**src/rtl/hex_scan_driver.sv**
```systemverilog
// Four-digit multiplexed seven-segment driver for the A/B register pair.
// Freezes a snapshot while Hold is high and inserts dead time at each slot start.
module hex_scan_driver #(
  parameter int REFRESH_DIV = 50000,
  parameter int DEAD_CYCLES = 500
) (
  input  logic       Clk,
  input  logic       Reset,
  input  logic [7:0] Aval,
  input  logic [7:0] Bval,
  input  logic       Hold,
  input  logic [3:0] Blank,
  output logic [7:0] hex_seg,
  output logic [3:0] hex_grid,
  output logic       frame_tick
);

  localparam int CW = $clog2(REFRESH_DIV);
  localparam logic [CW-1:0] LAST = CW'(REFRESH_DIV - 1);

  logic [CW-1:0] cnt, cnt_n;
  logic [1:0]    idx, idx_n;
  logic [3:0]    nib, nib_n;
  logic          blk, blk_n;
  logic [15:0]   snap, snap_n;
  logic          wrap;
  logic          dead;
  logic [7:0]    seg_n;
  logic [3:0]    grid_n;
  logic          tick_n;

  function automatic logic [7:0] decode(input logic [3:0] v);
    logic [7:0] s;
    case (v)
      4'h0: s = 8'hC0;
      4'h1: s = 8'hF9;
      4'h2: s = 8'hA4;
      4'h3: s = 8'hB0;
      4'h4: s = 8'h99;
      4'h5: s = 8'h92;
      4'h6: s = 8'h82;
      4'h7: s = 8'hF8;
      4'h8: s = 8'h80;
      4'h9: s = 8'h90;
      4'hA: s = 8'h88;
      4'hB: s = 8'h83;
      4'hC: s = 8'hC6;
      4'hD: s = 8'hA1;
      4'hE: s = 8'h86;
      default: s = 8'h8E;
    endcase
    return s;
  endfunction

  // State register: outputs are registered from the post-edge slot state.
  always_ff @(posedge Clk) begin
    if (Reset) begin
      cnt        <= '0;
      idx        <= 2'd0;
      nib        <= 4'h0;
      blk        <= 1'b0;
      snap       <= 16'h0000;
      hex_seg    <= 8'hFF;
      hex_grid   <= 4'hF;
      frame_tick <= 1'b0;
    end else begin
      cnt        <= cnt_n;
      idx        <= idx_n;
      nib        <= nib_n;
      blk        <= blk_n;
      snap       <= snap_n;
      hex_seg    <= seg_n;
      hex_grid   <= grid_n;
      frame_tick <= tick_n;
    end
  end

  // Next state: the slot nibble comes from the snapshot as it stood before this edge.
  always_comb begin
    wrap   = (cnt == LAST);
    cnt_n  = wrap ? '0 : cnt + 1'b1;
    idx_n  = wrap ? idx + 2'd1 : idx;
    nib_n  = nib;
    blk_n  = blk;
    if (wrap) begin
      nib_n = snap[{idx_n, 2'b00} +: 4];
      blk_n = Blank[idx_n];
    end
    snap_n = Hold ? snap : {Aval, Bval};
    tick_n = wrap && (idx_n == 2'd0);
  end

  // Output decode from the state that will be current after this edge.
  always_comb begin
    dead   = int'(cnt_n) < DEAD_CYCLES;
    seg_n  = 8'hFF;
    grid_n = 4'hF;
    if (!dead && !blk_n) begin
      grid_n = ~(4'b0001 << idx_n);
      seg_n  = decode(nib_n);
    end
  end

endmodule
```
**config.mk**
```make
export PLATFORM = sky130hd
export DESIGN_NAME = hex_scan_driver
export DESIGN_NICKNAME = d
export VERILOG_FILES = /design/src/rtl/hex_scan_driver.sv
export SDC_FILE = /design/constraint.sdc
export NUM_CORES = 1
export LEC_CHECK = 0
export ABC_AREA = 1
export CAP_MARGIN = 20
export CELL_PAD_IN_SITES_DETAIL_PLACEMENT = 0
export CELL_PAD_IN_SITES_GLOBAL_PLACEMENT = 1
export CORE_ASPECT_RATIO = 1.1
export CORE_MARGIN = 2
export CORE_UTILIZATION = 25
export CTS_BUF_LIST = sky130_fd_sc_hd__clkbuf_2
export DETAILED_ROUTE_END_ITERATION = 6
export PLACE_DENSITY = 0.54
export SYNTH_ARGS = -nofsm -noshare
export SYNTH_HDL_FRONTEND = slang
export SYNTH_SLANG_ARGS = --single-unit
```
**constraint.sdc**
```tcl
create_clock -name Clk -period 2.65 [get_ports Clk]
set_clock_uncertainty 0.15 [all_clocks]
set_input_delay 0.3975 -clock Clk [delete_from_list [all_inputs] [get_ports Clk]]
set_output_delay 0.3975 -clock Clk [all_outputs]
set_load 0.005 [all_outputs]
```
---- Word level (Yosys, flattened, before mapping) ----
Memory sizes are Yosys's and may differ from the RTL's. A register that Yosys moved wholly into a read port is not among the register bits.
Index checks and enable logic that the tools add are counted.
operators by class
  add/subtract/negate cells ............... 2
  $lt $le $gt $ge ......................... 2
  equal/unequal tests ..................... 1
  shift-type cells ........................ 2
  muxes and demuxes ....................... 6
  bitwise logic cells ..................... 2
  reductions and logical operators ........ 6
operators by type and width
  operator                                                                        number
  16-bit by 1-bit adder with 16-bit output (second input constant)                1
  16-bit == test (second input constant)                                          1
  16-bit by 9-bit less-than comparator with 1-bit output (second input constant)  1
  16-bit two-way mux                                                              1
  16-bit by 5-bit variable part select with 4-bit output                          1
  4-bit two-way mux                                                               1
  4-bit NOT                                                                       1
  1-bit by 2-bit left shift with 4-bit output (first input constant)              1
  2-bit by 3-bit less-than comparator with 1-bit output (second input constant)   1
  2-bit by 1-bit adder with 2-bit output (second input constant)                  1
  1-bit binary-select mux with 2-bit select                                       1
  1-bit logical AND                                                               2
  1-bit logical NOT                                                               2
  2-bit logical NOT                                                               1
  1-bit two-way mux                                                               2
  2-bit two-way mux                                                               1
  2-bit OR reduction                                                              1
  1-bit NOT                                                                       1
storage, ports and cells
  bits in registers ....................... 52
  memory bits (read-only) ................. 112
  input port bits ......................... 23
  output and inout bits ................... 13
  word-level logic and storage cells ...... 30
  memories ................................ 1
memories
  name              depth  bits a word  read ports  clocked after memory_dff  wr ports  line  text
  (name not given)  16     7            1           1                         0         34    case (v)

---- Logic depth before layout (Yosys ltp) ----
Gate-level depths: netlist of the first run.
  depth in word-level cells ............... 9
  depth in mapped cells ................... 19
  mapped depth without buffers ............ 19

---- Least setup slack after synthesis of the first run ----
Ideal clock, no wire load.
  kind .................................... register to register
  from .................................... register cnt[0]
  to ...................................... register hex_seg[0]
  library setup time ...................... 0.118 ns
  arrival time ............................ 2.134 ns
  required time ........................... 2.382 ns
  setup slack ............................. 0.249 ns
  stages on the path, launching flop included .. 18
  path buffers ............................ 0
  clock period less this slack ............ 2.401 ns
  path through ............................ dfxtp_1 ha_1 nand3_4 nor2_4 nand2_4 nand2_4 nand2_4 nand2_1 nand2_1 nand2_1 nand3_1 nand2_2 inv_1 ha_1 inv_1 nand3_1 nand3_1 nand3_2
on the way
  elaborated cells on any way between the ends .. 15
  classes of those cells .................. add/sub: 1; order compare: 1; eq/ne: 1; shift: 1; mux: 6; bitwise: 1; reduce/logical: 4
RTL lines
  item                                                    line  text
  from (decl)                                             21    logic [CW-1:0] cnt, cnt_n;
  from (signal assigned)                                  67    cnt <= cnt_n;
  16-bit == test *                                        80    wrap = (cnt == LAST);
  2-bit two-way mux                                       82    idx_n = wrap ? idx + 2'd1 : idx;
  16-bit by 5-bit variable part select with 4-bit output  86    nib_n = snap[{idx_n, 2'b00} +: 4];
  4-bit two-way mux *                                     85    if (wrap) begin
  via nib_n[0]                                            23    logic [3:0] nib, nib_n;
  to (decl)                                               13    output logic [7:0] hex_seg,
The timed path passes the listed nets; every way through them passes the cells marked *. The select of a mux whose other input is x is not followed.
A chain may end at the register's enable or synchronous reset.

---- Worst setup path in the final report of the first run ----
  from .................................... register cnt[9]
  to ...................................... register hex_seg[0]
The elaborated chain is that of the path after synthesis.

==> flow_summary.ini, run 1 <==
[outcome]
status = finished, final reports clean

[setup_path]
crit_slowest_cell = dfxtp_2
worstPathArrival_ps = 2660
cp_cell_sequence = nand2_2 > inv_2 > nand2_2 > nor2_4 > nand2_4 > o21ai_4 > inv_4 > nand2_1 > nand3_1 > nand2_4 > inv_1 > ha_2 > inv_1 > nand3_1 > nand3_1 > nand3_2
timing.critical_path.mode_cell = nand3_1
start_kind = flip-flop
cp.required_ps = 2890
reg2reg_slack_ps = 230
cpPeakStageDelay_ps = 420
worstSetupEndpointType = flip-flop
cp_max_fo = 8
criticalPathCategory = flip-flop to flip-flop

[clock_network]
holdBufCountCts = 0
cts_buffer_depth = 2
htreeDepth = 2
clk_pin_slew_ps = 260
cts-root-buf = clkbuf_2
cts_made_buffers = 5
cts_tree = built
clk_latency_ps = 450
cts.sinks = 51

[pwr]
p_leak_nw = 1.43
pwr_density_cell_nw_per_um2 = 355
peakVddDrop_mv = 0.130

[grt]
grt_use_total_pct = 12.4
grt_pass1_wl_um = 11400
grt_overflow_total = 0
antenna_found_initial = 0
grt_max_degree = 20
grt_pass1_vias = 2360

[sta]
max_freq_mhz = 413
slew_viol_final = 0
worst_slack_ps = 229
finalSetupViolCount = 0
slew_headroom_pct = 64.7
tns_ps = 0
tightest_slew_ps = 530
finalCritPeriodShare_pct = 91.3
final_hold_viol_count = 0
fin_crit_ps = 2420

[placement]
place_ws_ps = 15.5
place_hpwl_um = 5190
port_buffers = 34
gp_congestion = 0.829

[floorplan]
die_area_um2 = 11600
num_rows = 39
dieHeight_um = 113
pin_count = 36
core_area_um2 = 10400
start_util_pct = 25.8
fp.dieW_um = 103

[final_layout]
diodes = 0
fillers = 1180
nNetsFinal = 457
drive_gt1_share_pct = 20.0
seqCellArea_um2 = 1030
syn2layout_area_growth_pct = 26.6
multiInputGateArea_um2 = 1560

[logic_synthesis]
synth_warnings = 0
post_synth_num_cell_types = 34
ys_seq_area_share_pct = 37.8
netlist_instances = 373
syn_nets = 403
syn_avg_cell_area_um2 = 7.23
ys_seq_elements = 51
syn_area_um2 = 2700

[route]
avgViaCountPerCell = 4.25
wl_um = 6620
vias = 2421
first_pass_iters = 4
drtIter0Drc = 86
wire_per_inst_um = 11.6
ant_nets = 0
drc = 0

[flow_run]
drv_cap = 0

[worst_hold_path]
min_path_type = flip-flop to flip-flop
==> final cells by class <==
class	instances	share of cell area, %
clock buffers	6	0.879
inverters	27	3.19
multi-input cells	287	45.8
flip-flops and latches	51	30.3
well taps	143	5.24
repair buffers	55	14.6
==> registers in the layout, summed over array words and instances, names as in the netlist <==
signal	cells
blk	1
snap	16
hex_grid	4
cnt	16
frame_tick	1
idx	2
hex_seg	7
nib	4
==> logic make-up (layout without fill, tap and decap cells) <==
| logic type | Yosys count | after routing | synth area share, % |
|---|---|---|---|
| AO/OA/AOI/OAI | 24 | 24 | 5.94 |
| flip-flops | 51 | 51 | 37.8 |
| other | 1 | 1 | 0.139 |
| buffers and inverters | 35 | 88 | 5.38 |
| adder cells (fa/ha/maj) | 7 | 7 | 3.25 |
| XOR/XNOR | 7 | 7 | 2.27 |
| AND/OR/NAND/NOR | 248 | 248 | 45.2 |
==> Yosys cell counts, drive strengths merged <==
library cell | count | share of area, %
a21oi | 1 | 0.19
a31o | 1 | 0.32
buf | 4 | 0.79
clkbuf | 4 | 0.56
conb | 1 | 0.14
dfxtp | 51 | 38
ha | 7 | 3.2
inv | 27 | 4.0
nand2 | 91 | 15
nand3 | 59 | 14
nand3b | 3 | 0.83
nand4 | 4 | 0.93
nor2 | 84 | 13
nor3 | 2 | 0.37
nor4 | 1 | 0.23
o21ai | 21 | 5.1
o21bai | 1 | 0.28
or2 | 4 | 0.93
xnor2 | 2 | 0.65
xor2 | 5 | 1.6
==> critical path: cells and delay by family, from the launching register on <==
kind | cells | cell delay (ps)
AO/OA/AOI/OAI | 1 | 260
adder cells (fa/ha/maj) | 1 | 210
buffers and inverters | 4 | 320
flip-flops | 1 | 420
AND/OR/NAND/NOR | 10 | 1010
==> cells in the final DEF (no fill, tap or decap), types with 2 or more instances in the layout <==
cell	Yosys	final
nor2_1	77	77
nand2_1	77	75
nand3_1	49	48
dfxtp_1	51	42
clkdlybuf4s50_1	0	34
inv_1	22	22
buf_4	1	21
o21ai_0	17	17
nand2_2	9	10
dfxtp_2	0	8
nand3_2	6	7
nand2_4	5	6
clkbuf_2	0	6
xor2_1	5	5
nand3_4	4	4
nor2_4	4	4
nand4_1	4	4
ha_1	7	4
inv_2	3	3
nor2_2	3	3
o21ai_4	3	3
or2_2	3	3
nand3b_1	3	3
xnor2_1	2	2
nor3_1	2	2
ha_2	0	2
==> timing repair <==
action / 4_1_cts / 5_1_grt
setup buffers: 0 / 10
endpoints found under the setup margin: 0 / 7
gates resized for setup: 0 / 18
==> path summary, 6_finish.rpt <==
| check | to | startpoint | cells past startpoint |
|---|---|---|---|
| max reg2reg | hex_seg[0]$_SDFF_PP1_ | cnt[9]$_SDFF_PP0_ | 16 |
| max | hex_seg[0]$_SDFF_PP1_ | cnt[9]$_SDFF_PP0_ | 16 |
| min reg2reg | snap[1]$_SDFFE_PP0N_ | snap[1]$_SDFFE_PP0N_ | 2 |
| min | snap[1]$_SDFFE_PP0N_ | snap[1]$_SDFFE_PP0N_ | 2 |
==> power breakdown <==
part           internal (mW)  switching [mW]
sequential             0.789          0.0143
combinational         0.0540          0.0482
clock                 0.0593           0.245
total                  0.903           0.308
==> per-layer routing <==
layer / share of wire [%] / routed length (um) / track usage, %
met5: 0 / 0 / 0
met4: 1.5 / 98 / 4.12
met3: 3.3 / 216 / 2.72
met2: 47 / 3090 / 19.7
met1: 49 / 3220 / 16.5
==> stage by stage <==
stage	util, %	std cells	power (mW)	hold slack, ps	cell area, um^2
final	32.7	569	1.21	355	3410
after global routing	32.7	569	1.28	373	3410
after CTS	31.5	559	1.24	353	3290
after detailed placement	31.2	553	0.921	325	3260
after global placement	31.2	553	0.921	321	3260
after floorplan	-	373	0.868	280	2700
Note: power is estimated with default switching activity, not from simulation.
==> run 2, diff against run 1 <==
--- a/config.mk
+++ b/config.mk
@@ -6,13 +6,13 @@
 export NUM_CORES = 1
 export LEC_CHECK = 0
 export ABC_AREA = 1
-export CAP_MARGIN = 20
 export CELL_PAD_IN_SITES_DETAIL_PLACEMENT = 0
 export CELL_PAD_IN_SITES_GLOBAL_PLACEMENT = 1
 export CORE_ASPECT_RATIO = 1.1
 export CORE_MARGIN = 2
 export CORE_UTILIZATION = 25
 export CTS_BUF_LIST = sky130_fd_sc_hd__clkbuf_2
+export CTS_CLUSTER_SIZE = 28
 export DETAILED_ROUTE_END_ITERATION = 6
 export PLACE_DENSITY = 0.54
 export SYNTH_ARGS = -nofsm -noshare
==> results of run 2 <==
Final layout, timing and power as in run 1 (identical DEF).
